## src/rtl/timer_dev.sv

```systemverilog
// timer_dev: memory-mapped countdown timer on the device side of the CPU bridge bus.
//
// Register window (word-addressed by bus address bits [3:2]):
//   0 CTRL   [0] EN, [2:1] MODE (01 auto-reload, anything else one-shot),
//            [3] IM (1 = interrupt allowed), [31:4] read as zero
//   1 PRESET reload value copied into COUNT on every LOAD
//   2 COUNT  current down-counter value (read-only)
//   3 unmapped, reads zero, writes ignored
//
// Ports:
//   clk   system clock, rising edge
//   rst   synchronous active-high reset
//   addr  word select
//   we    write strobe, sampled at rising clk
//   din   write data from the CPU
//   dout  read data to the CPU, combinational from addr, no read side effects
//   irq   interrupt request (irq_pending & IM) routed to a CP0 hw_int bit
//
// Build option: define TIMER_PRESCALE_EN to divide the CNT step rate by PRESCALE.
// Without it every CNT cycle is a counting step and no prescale counter exists.

module timer_dev #(
  parameter int unsigned PRESCALE = 4
) (
  input  logic        clk,
  input  logic        rst,
  input  logic [1:0]  addr,
  input  logic        we,
  input  logic [31:0] din,
  output logic [31:0] dout,
  output logic        irq
);

  localparam logic [1:0] AddrCtrl   = 2'd0;
  localparam logic [1:0] AddrPreset = 2'd1;
  localparam logic [1:0] AddrCount  = 2'd2;

  localparam logic [1:0] ModeAuto = 2'b01;

  if (PRESCALE < 1 || PRESCALE > 65535) begin : g_bad_prescale
    $error("timer_dev: PRESCALE must be within 1..65535");
  end

  typedef enum logic [1:0] {
    StIdle,
    StLoad,
    StCnt,
    StInt
  } state_e;

  state_e      state_q, state_d;
  logic [3:0]  ctrl_q, ctrl_d;
  logic [31:0] preset_q, preset_d;
  logic [31:0] count_q, count_d;
  logic        irq_pending_q, irq_pending_d;

  logic ctrl_en;
  logic ctrl_auto;
  logic ctrl_im;
  logic ctrl_wr;
  logic preset_wr;
  logic tick;
  logic int_enter;

  assign ctrl_en   = ctrl_q[0];
  assign ctrl_auto = (ctrl_q[2:1] == ModeAuto);
  assign ctrl_im   = ctrl_q[3];
  assign ctrl_wr   = we && (addr == AddrCtrl);
  assign preset_wr = we && (addr == AddrPreset);

`ifdef TIMER_PRESCALE_EN
  // Prescale counter only advances while counting; it sits at zero in every
  // other state so each CNT phase starts with a full PRESCALE-cycle step.
  logic [15:0] pre_q, pre_d;
  logic        pre_wrap;

  assign pre_wrap = (pre_q == 16'(PRESCALE - 1));
  assign tick     = pre_wrap;

  always_comb begin
    pre_d = '0;
    if (state_q == StCnt && ctrl_en) begin
      pre_d = pre_wrap ? '0 : pre_q + 16'd1;
    end
  end

  always_ff @(posedge clk) begin
    if (rst) begin
      pre_q <= '0;
    end else begin
      pre_q <= pre_d;
    end
  end
`else
  assign tick = 1'b1;
`endif

  // FSM and register next-state.
  always_comb begin
    state_d       = state_q;
    ctrl_d        = ctrl_q;
    preset_d      = preset_q;
    count_d       = count_q;
    irq_pending_d = irq_pending_q;
    int_enter     = 1'b0;

    unique case (state_q)
      StIdle: begin
        if (ctrl_en) begin
          state_d = StLoad;
        end
      end
      StLoad: begin
        count_d = preset_q;
        state_d = StCnt;
      end
      StCnt: begin
        if (!ctrl_en) begin
          state_d = StIdle;
        end else if (tick) begin
          // PRESET of 0 and 1 both expire on the first step; COUNT never wraps.
          if (count_q <= 32'd1) begin
            count_d   = '0;
            state_d   = StInt;
            int_enter = 1'b1;
          end else begin
            count_d = count_q - 32'd1;
          end
        end
      end
      StInt: begin
        if (ctrl_auto) begin
          irq_pending_d = 1'b0;
          state_d       = StLoad;
        end else begin
          ctrl_d[0] = 1'b0;
          state_d   = StIdle;
        end
      end
      default: begin
        state_d = StIdle;
      end
    endcase

    // A CPU write to CTRL overrides the FSM's own EN clear and acknowledges
    // any held interrupt, except one being raised on this very edge.
    if (ctrl_wr) begin
      ctrl_d = din[3:0];
      if (!int_enter) begin
        irq_pending_d = 1'b0;
      end
    end

    if (int_enter) begin
      irq_pending_d = 1'b1;
    end

    // PRESET only lands in COUNT at the next LOAD.
    if (preset_wr) begin
      preset_d = din;
    end
  end

  always_ff @(posedge clk) begin
    if (rst) begin
      state_q       <= StIdle;
      ctrl_q        <= '0;
      preset_q      <= '0;
      count_q       <= '0;
      irq_pending_q <= 1'b0;
    end else begin
      state_q       <= state_d;
      ctrl_q        <= ctrl_d;
      preset_q      <= preset_d;
      count_q       <= count_d;
      irq_pending_q <= irq_pending_d;
    end
  end

  // Read mux.
  always_comb begin
    dout = '0;
    case (addr)
      AddrCtrl:   dout = {28'd0, ctrl_q};
      AddrPreset: dout = preset_q;
      AddrCount:  dout = count_q;
      default:    dout = '0;
    endcase
  end

  assign irq = irq_pending_q & ctrl_im;

endmodule
```

## config.mk

```make
export PLATFORM = sky130hd
export DESIGN_NAME = timer_dev
export DESIGN_NICKNAME = d
export VERILOG_FILES = /design/src/rtl/timer_dev.sv
export SDC_FILE = /design/constraint.sdc
export NUM_CORES = 1
export LEC_CHECK = 0
export CELL_PAD_IN_SITES_DETAIL_PLACEMENT = 0
export CELL_PAD_IN_SITES_GLOBAL_PLACEMENT = 1
export CORE_ASPECT_RATIO = 0.75
export CORE_UTILIZATION = 40
export DETAILED_ROUTE_END_ITERATION = 8
export PLACE_DENSITY = 0.87
export SETUP_SLACK_MARGIN = 0.3
export SYNTH_ARGS = -nofsm -noshare
export SYNTH_HDL_FRONTEND = slang
export SYNTH_SLANG_ARGS = --single-unit
export TNS_END_PERCENT = 30
```

## constraint.sdc

```tcl
create_clock -name clk -period 7.15 [get_ports clk]
set_input_delay 1.0725 -clock clk [delete_from_list [all_inputs] [get_ports clk]]
set_output_delay 1.0725 -clock clk [all_outputs]
set_load 0.01 [all_outputs]
```

==> results of run 1 <==
## flip-flops by register name (all words and copies together), names as in the netlist
| signal | cells |
|---|---|
| irq_pending_q | 1 |
| count_q | 32 |
| preset_q | 32 |
| state_q | 2 |
| ctrl_q | 4 |
## area by class of cell
cell class	instances	area, um^2
clock buffer	15	278
fill	942	4720
inverter	7	26.3
multi-input combinational	425	2470
sequential	71	1420
tap	132	165
timing repair buffer	75	731
## cells in the mapped netlist, drive strengths merged, types with 6 or more instances
| library cell | instances |
|---|---|
| a211oi | 21 |
| nand2 | 102 |
| nor3 | 14 |
| buf | 9 |
| or4 | 7 |
| dfxtp | 71 |
| a22o | 28 |
| o31ai | 8 |
| clkbuf | 40 |
| a221oi | 6 |
| o21ai | 46 |
| o21a | 6 |
| nor2 | 36 |
| mux2i | 9 |
| nand3 | 8 |
| nor4 | 12 |
| inv | 7 |
| a21oi | 63 |
## cell families after synthesis
family	Yosys count	share of synthesized area, %
compound gates	197	30.5
simple gates	214	25.8
mux	9	2.19
flops	71	34.5
xor+xnor	3	0.638
fa+ha+maj	2	0.607
buf+inv	56	5.74
## routing by layer
metal	wire, um	track usage, %	share of wire, %	vias up
li1	-	-	-	2097
met1	5640	31.2	47	2010
met2	5480	35.9	46	134
met3	699	5.20	5.9	10
met4	99	5.70	0.83	0
met5	0	0	0	-
## critical path: stages
cell and delay [ns]:
clkdlybuf4s50_1 0.66, nor2b_2 0.20, buf_4 0.34, a22o_1 0.22, clkdlybuf4s50_1 0.54
## power by group through the flow
stage | Sequential [mW] | Clock [mW] | Combinational, mW
6_report | 0.420 | 0.422 | 0.161
5_1_grt | 0.421 | 0.447 | 0.176
4_1_cts | 0.420 | 0.430 | 0.160
3_5_place_dp | 0.428 | 0 | 0.160
3_3_place_gp | 0.428 | 0 | 0.156
2_1_floorplan | 0.422 | 0 | 0.108
## worst paths after layout
path,cells after the start,end
worst min register to register,2,preset_q[23]
worst max register to register,7,count_q[26]
worst min-delay path,2,preset_q[23]
worst max-delay path,5,dout[17]
## through the flow
step / instance area (um^2) / setup slack, ns / util [%]
finish: 5090 / 3.03 / 51.9
global route: 5090 / 2.92 / 51.9
CTS: 5090 / 3.03 / 51.9
detailed placement: 4820 / 3.04 / 49.1
global placement: 4820 / 3.11 / 49.1
floorplan: 4120 / 3.73 / -
==> flow_metrics.tcl, run 1 <==
set metrics [dict create \
    outcome "completed" \
    startpoint_type "input port" \
    dieArea_um2 10700 \
    rrSetupSlack_ns 4.38 \
    placed_cells_incl_taps 710 \
    finalHoldViolations 0 \
    stdcell_count 725 \
    synthCells 552 \
    mostFrequentLayoutCell "nand2_1" \
    clock_skew_ns 0.00437 \
    pin_count 70 \
    rsz0062_at_grt "no" \
    fin_setup_tns_ns 0 \
    path_clk_slew_ns 0.05 \
    async_flop_share_pct 0 \
    arrival_ns 3.05 \
    place_congestion 0.850 \
    max_freq_ghz 0.243 \
    htree_num_levels 3 \
    crit_type "input port to output pin" \
    drc 0 \
    vias 4251 \
    synth_edf_count 0 \
    placementRows 31 \
    hold_slack_ns 0.470 \
    grt_pass1_wl_um 19700 \
    grt_usage_pct 22.8 \
    worst_pin_slew_ns 1.16 \
    fin_total_pwr_mw 1.00 \
    max_cap_viol_count 0 \
    grt_max_degree 75 \
    drive_above_1_share_pct 5.40 \
    cts_tree "done" \
    reg2reg_from "count_q[0]" \
    maxSlewViolCount 0 \
    avgViaCountPerCell 5.86 \
    timing.slew.headroom_pct 22.6 \
    ys_seq_area_share_pct 34.5 \
    syn_nets 591 \
    numPortBuffers 69 \
    combinationalPowerShare_pct 16.0 \
    seq_power_share_pct 41.9 \
    yosys-top-cells-area "dfxtp_1 (34%), nand2_1 (9.3%), a21oi_1 (7.7%), a22o_1 (6.0%), o21ai_0 (5.6%)" \
    cts-buffers-inserted 9 \
    grt_overflow 0 \
    avgSynthCellArea_um2 7.46 \
    clock_sinks 71 \
    power_switching_mw 0.269 \
    layout.nets 628 \
    layout-area-overhead-vs-synth_pct 23.7 \
    ys.flop_type "dfxtp_1" \
    crit_start "addr[0]" \
    drtIter0Drc 376 \
    antenna_cells 0 \
    power_per_cell_area_nw_per_um2 197 \
    ys_warn_count 0 \
    core_um2 9810 \
    dp_hpwl_um 7840 \
    clockBufferDepth 2 \
    finalSetupViolCount 0 \
    insertion_delay_ns 0.33 \
    final.period_utilization_pct 57.6 \
    swShare_pct 26.8 \
    synth.largest_area_cell "dfxtp_1" \
    final_cell_mix "nand2_1 (102), dfxtp_1 (71), clkdlybuf4s50_1 (68)" \
    p_clk_share_pct 42.1 \
    synth_area_um2 4120 \
    fin_crit_ns 4.12 \
    ys_ff_latch 71 \
    cts.hold.buffers_added 0 \
    antenna_found_initial 0 \
    hp-start "preset_q[23]" \
    cell_internal_pwr_mw 0.734 \
    cp-end-kind "output pin" \
    first_global_vias 3894 \
    cp_max_fo 30 \
    post_cts_buffers 0 \
    ant_nets 0 \
    vdd_drop_max_mv 0.105 \
    die_w_um 119 \
    initial_core_util_pct 42.0 \
    routed_wl_um 11900 \
    fp.dieH_um 89.9 \
    wl_per_cell_um 16.4 \
    yosys.area.top_type_share_pct 34.5 \
    p_leak_nw 1.77 \
    cts-resized-gates 0 \
    yosysUniqueCellTypes 53 \
    hp-class "register to register" \
    drt-pass1-iter-count 4 \
    root_buffer "clkbuf_16" \
    cp.required_ns 6.08 \
]
Power figures use the tool's default switching activity.
==> run 2: changes to the inputs <==
Settings changed: CORE_UTILIZATION 40 to 39, PLACE_DENSITY 0.87 to 0.86.
Clock period 7.15 ns to 4.2 ns, I/O delays scaled along.
==> flow_metrics.tcl, run 2 (synthesis gave the netlist of run 1 again) <==
set metrics [dict create \
    cts-resized-gates 0 \
    placementRows 32 \
    layout-area-overhead-vs-synth_pct 25.4 \
    clock_skew_ns 0.00669 \
    cts_tree "done" \
    power_per_cell_area_nw_per_um2 348 \
    reg2reg_depth 7 \
    hold_depth 2 \
    drive_above_1_share_pct 6.52 \
    path_clk_slew_ns 0.06 \
    numPortBuffers 69 \
    cell_internal_pwr_mw 1.32 \
    reg2reg_from "count_q[0]" \
    vdd_drop_max_mv 0.218 \
    p_leak_nw 1.80 \
    clock_sinks 71 \
    pin_count 70 \
    arrival_ns 2.62 \
    antenna_found_initial 0 \
    min_to "preset_q[21]" \
    seq_area_um2 1420 \
    seq_power_share_pct 39.7 \
    wl_per_cell_um 16.8 \
    maxSlewViolCount 0 \
    grt_pass1_wl_um 20100 \
    fillCellCount 992 \
    place_congestion 0.822 \
    crit_type "input port to output pin" \
    cp.required_ns 3.57 \
    multi_input_area_um2 2470 \
    dp_hpwl_um 8080 \
    max_freq_ghz 0.308 \
    rsz0062_at_grt "no" \
    mostFrequentLayoutCell "nand2_1" \
    htree_num_levels 3 \
    fin_ws_ns 0.954 \
    ant_nets 0 \
    avgViaCountPerCell 5.85 \
    drc 0 \
    startpoint_type "input port" \
    post_cts_buffers 0 \
    hp-start "preset_q[21]" \
    cp_max_fo 30 \
    layout.nets 632 \
    hp-class "register to register" \
    first_global_vias 3987 \
    clockBufferDepth 2 \
    grt_overflow 0 \
    largestRegisters "count_q (32), preset_q (32), ctrl_q (4)" \
    grt_usage_pct 22.9 \
    insertion_delay_ns 0.33 \
    root_buffer "clkbuf_16" \
    cts-buffers-inserted 9 \
    outcome "completed" \
    fin_crit_ns 3.25 \
    max_cap_viol_count 0 \
    finalHoldViolations 0 \
    worst_pin_slew_ns 1.01 \
    dieArea_um2 11000 \
    rrSetupSlack_ns 1.37 \
    fin_setup_tns_ns 0 \
    r2r_end "count_q[26]" \
    drtIter0Drc 290 \
    grt_max_degree 53 \
    initial_core_util_pct 40.0 \
    fp.dieH_um 91.0 \
    vias 4291 \
    cp-end-kind "output pin" \
    die_w_um 121 \
    drt-pass1-iter-count 4 \
    pre_cts_slack_ns 0.972 \
    fin_util_pct 50.2 \
    final.period_utilization_pct 77.3 \
    p_clk_share_pct 44.8 \
    combinationalPowerShare_pct 15.5 \
    final_cell_mix "nand2_1 (102), dfxtp_1 (71), clkdlybuf4s50_1 (68)" \
    antenna_cells 0 \
    finalSetupViolCount 0 \
    core_um2 10300 \
    timing.slew.headroom_pct 32.6 \
    routed_wl_um 12300 \
    cts.hold.buffers_added 0 \
    power_switching_mw 0.475 \
    swShare_pct 26.4 \
    crit_start "addr[0]" \
]
run 2: through the flow:
step                cells  area, um^2  hold slack (ns)  total power, mW
floorplan             552        4120            0.446            0.901
global placement      718        4850            0.462            0.997
detailed placement    718        4850            0.460             1.00
CTS                   734        5170            0.469             1.80
global route          734        5170            0.483             1.87
finish                734        5170            0.469             1.80
run 2: area by class of cell:
type / count / share of cell area [%]
well taps: 136 / 3.29
clock inverters: 6 / 1.65
multi-input cells: 425 / 47.9
flip-flops and latches: 71 / 27.5
repair buffers: 79 / 14.7
clock buffers: 10 / 4.43
inverters: 7 / 0.509
run 2: worst max path at each step:
stage / cells after the start / endpoint / slack [ns]
global placement: 5 / dout[16] / 1.01
finish: 5 / dout[24] / 0.95
detailed placement: 5 / dout[24] / 0.97
floorplan: 5 / dout[10] / 1.67
global route: 5 / dout[24] / 0.84
CTS: 5 / dout[24] / 0.95
run 2: per-layer routing:
layer	track usage [%]	routed length (um)
met2	36.7	5660
met3	4.46	677
met1	31.1	5770
met4	6.69	205
met5	0	0
run 2: worst max-delay path, stage by stage:
cell	delay, ns
clkdlybuf4s50_1	0.66
nor2b_2	0.20
buf_4	0.36
a22o_1	0.20
clkdlybuf4s50_1	0.54
run 2: power groups by stage:
stage	clock, mW	combinational [mW]	sequential, mW
after floorplan	0	0.183	0.718
after global placement	0	0.269	0.728
after detailed placement	0	0.273	0.728
after CTS	0.816	0.275	0.713
after global routing	0.847	0.304	0.716
final	0.805	0.278	0.714
==> run 3: changes to the inputs <==
Settings changed: CORE_UTILIZATION 39 to 35, PLACE_DENSITY 0.86 to 0.82.
Clock period 4.2 ns to 2.87 ns, I/O delays scaled along.
==> flow_metrics.tcl, run 3 (synthesis gave the netlist of run 1 again) <==
set metrics [dict create \
    outcome "completed" \
    rsz0062_at_grt "no" \
    first_global_vias 4142 \
    initial_core_util_pct 36.8 \
    dieArea_um2 12200 \
    fin_setup_tns_ns 0 \
    max_freq_ghz 0.405 \
    startpoint_type "register" \
    avgViaCountPerCell 5.69 \
    cp-end-kind "register" \
    cp_max_fo 11 \
    path_delay_family "simple AND/OR/NAND/NOR gates" \
    placed_cells_incl_taps 750 \
    timing.slew.headroom_pct 58.5 \
    p_leak_nw 1.89 \
    placed_area_um2 4970 \
    cts_tree "done" \
    finalHoldViolations 0 \
    cp_cell_sequence "or4_4 > nor4b_2 > nand3_1 > a211o_1 > a21oi_1" \
    critPathSlowestCell "or4_4" \
    ant_nets 0 \
    worst-path-buf-inv 0 \
    mostFrequentLayoutCell "nand2_1" \
    post_cts_buffers 0 \
    clock_sinks 71 \
    insertion_delay_ns 0.34 \
    worst_pin_slew_ns 0.623 \
    pin_count 70 \
    hold_slack_ns 0.469 \
    layout-area-overhead-vs-synth_pct 29.7 \
    antenna_cells 0 \
    wl_per_cell_um 16.7 \
    core_um2 11200 \
    hp-class "register to register" \
    maxSlewViolCount 0 \
    grt_max_degree 37 \
    root_buffer "clkbuf_16" \
    place_congestion 0.804 \
    final_cell_mix "nand2_1 (102), dfxtp_1 (71), clkdlybuf4s50_1 (66)" \
    fin_total_pwr_mw 2.78 \
    largestRegisters "count_q (32), preset_q (32), ctrl_q (4)" \
    grt_usage_pct 21.8 \
    cts-buffers-inserted 9 \
    finalSetupViolCount 0 \
    final.period_utilization_pct 86.0 \
    fp.dieH_um 96.0 \
    crit_type "register to register" \
    cp.required_ns 3.14 \
    htree_num_levels 3 \
    clockBufferDepth 2 \
    max_cap_viol_count 0 \
    finalInstanceArea_um2 5350 \
    cpPeakStageDelay_ns 0.68 \
    grt_overflow 0 \
    drive_above_1_share_pct 8.54 \
    clock_skew_ns 0.00766 \
    vdd_drop_max_mv 0.283 \
    vias 4360 \
    dp_hpwl_um 8720 \
    fin_ws_ns 0.403 \
    layout.nets 643 \
    pre_cts_slack_ns 0.231 \
    drtIter0Drc 380 \
    routed_wl_um 12800 \
    placementRows 33 \
    drc 0 \
    drt-pass1-iter-count 6 \
    fin_util_pct 47.8 \
    arrival_ns 2.73 \
    numPortBuffers 69 \
    path_clk_slew_ns 0.06 \
    grt_pass1_wl_um 20700 \
    fin_crit_ns 2.47 \
    stdcell_count 766 \
    power_per_cell_area_nw_per_um2 521 \
    antenna_found_initial 0 \
    die_w_um 127 \
]
-- run 3: changes by cell type in the layout (fill, tap and decap cells not counted), moves of 2 or more --
| cell | delta |
|---|---|
| clkdlybuf4s50_1 | -2 |
| buf_4 | +8 |
| dlygate4sd2_1 | +2 |
| buf_6 | +2 |
-- run 3: cell type report --
type / instances / area [um^2]
Sequential cell: 71 / 1420
Fill cell: 1135 / 5840
Tap cell: 157 / 196
Clock inverter: 6 / 108
Multi-Input combinational cell: 425 / 2490
Inverter: 7 / 26.3
Clock buffer: 10 / 239
Timing Repair Buffer: 90 / 861
-- run 3: worst paths after layout --
path           startpoint      endpoint  slack (ns)  cells after the start
max            count_q[4]    state_q[0]        0.40                      5
min reg2reg  preset_q[21]  preset_q[21]        0.47                      2
max reg2reg    count_q[4]    state_q[0]        0.40                      5
min          preset_q[21]  preset_q[21]        0.47                      2
-- run 3: tightest hold or removal path: stages, from the launching register on --
cell and delay [ns]:
dfxtp_1 0.32, nand2_1 0.05, a21oi_1 0.05
-- run 3: report_power, final --
group	total [mW]	switching, mW	internal [mW]
combinational	0.436	0.252	0.184
sequential	1.04	0.0327	1.01
clock	1.30	0.435	0.869
-- run 3: layer usage --
| layer | wire [um] | track usage, % | up-vias |
|---|---|---|---|
| li1 | - | - | 2131 |
| met1 | 6090 | 28.2 | 2078 |
| met2 | 5840 | 35.7 | 139 |
| met3 | 672 | 5.28 | 12 |
| met4 | 174 | 7.34 | 0 |
| met5 | 0 | 0 | - |
-- run 3: timing repair --
item                                    4_1_cts  5_1_grt
hold buffers                                  0        0
endpoints found under the setup margin       32        9
gates resized for setup                       5        2
pin swaps                                     0        0
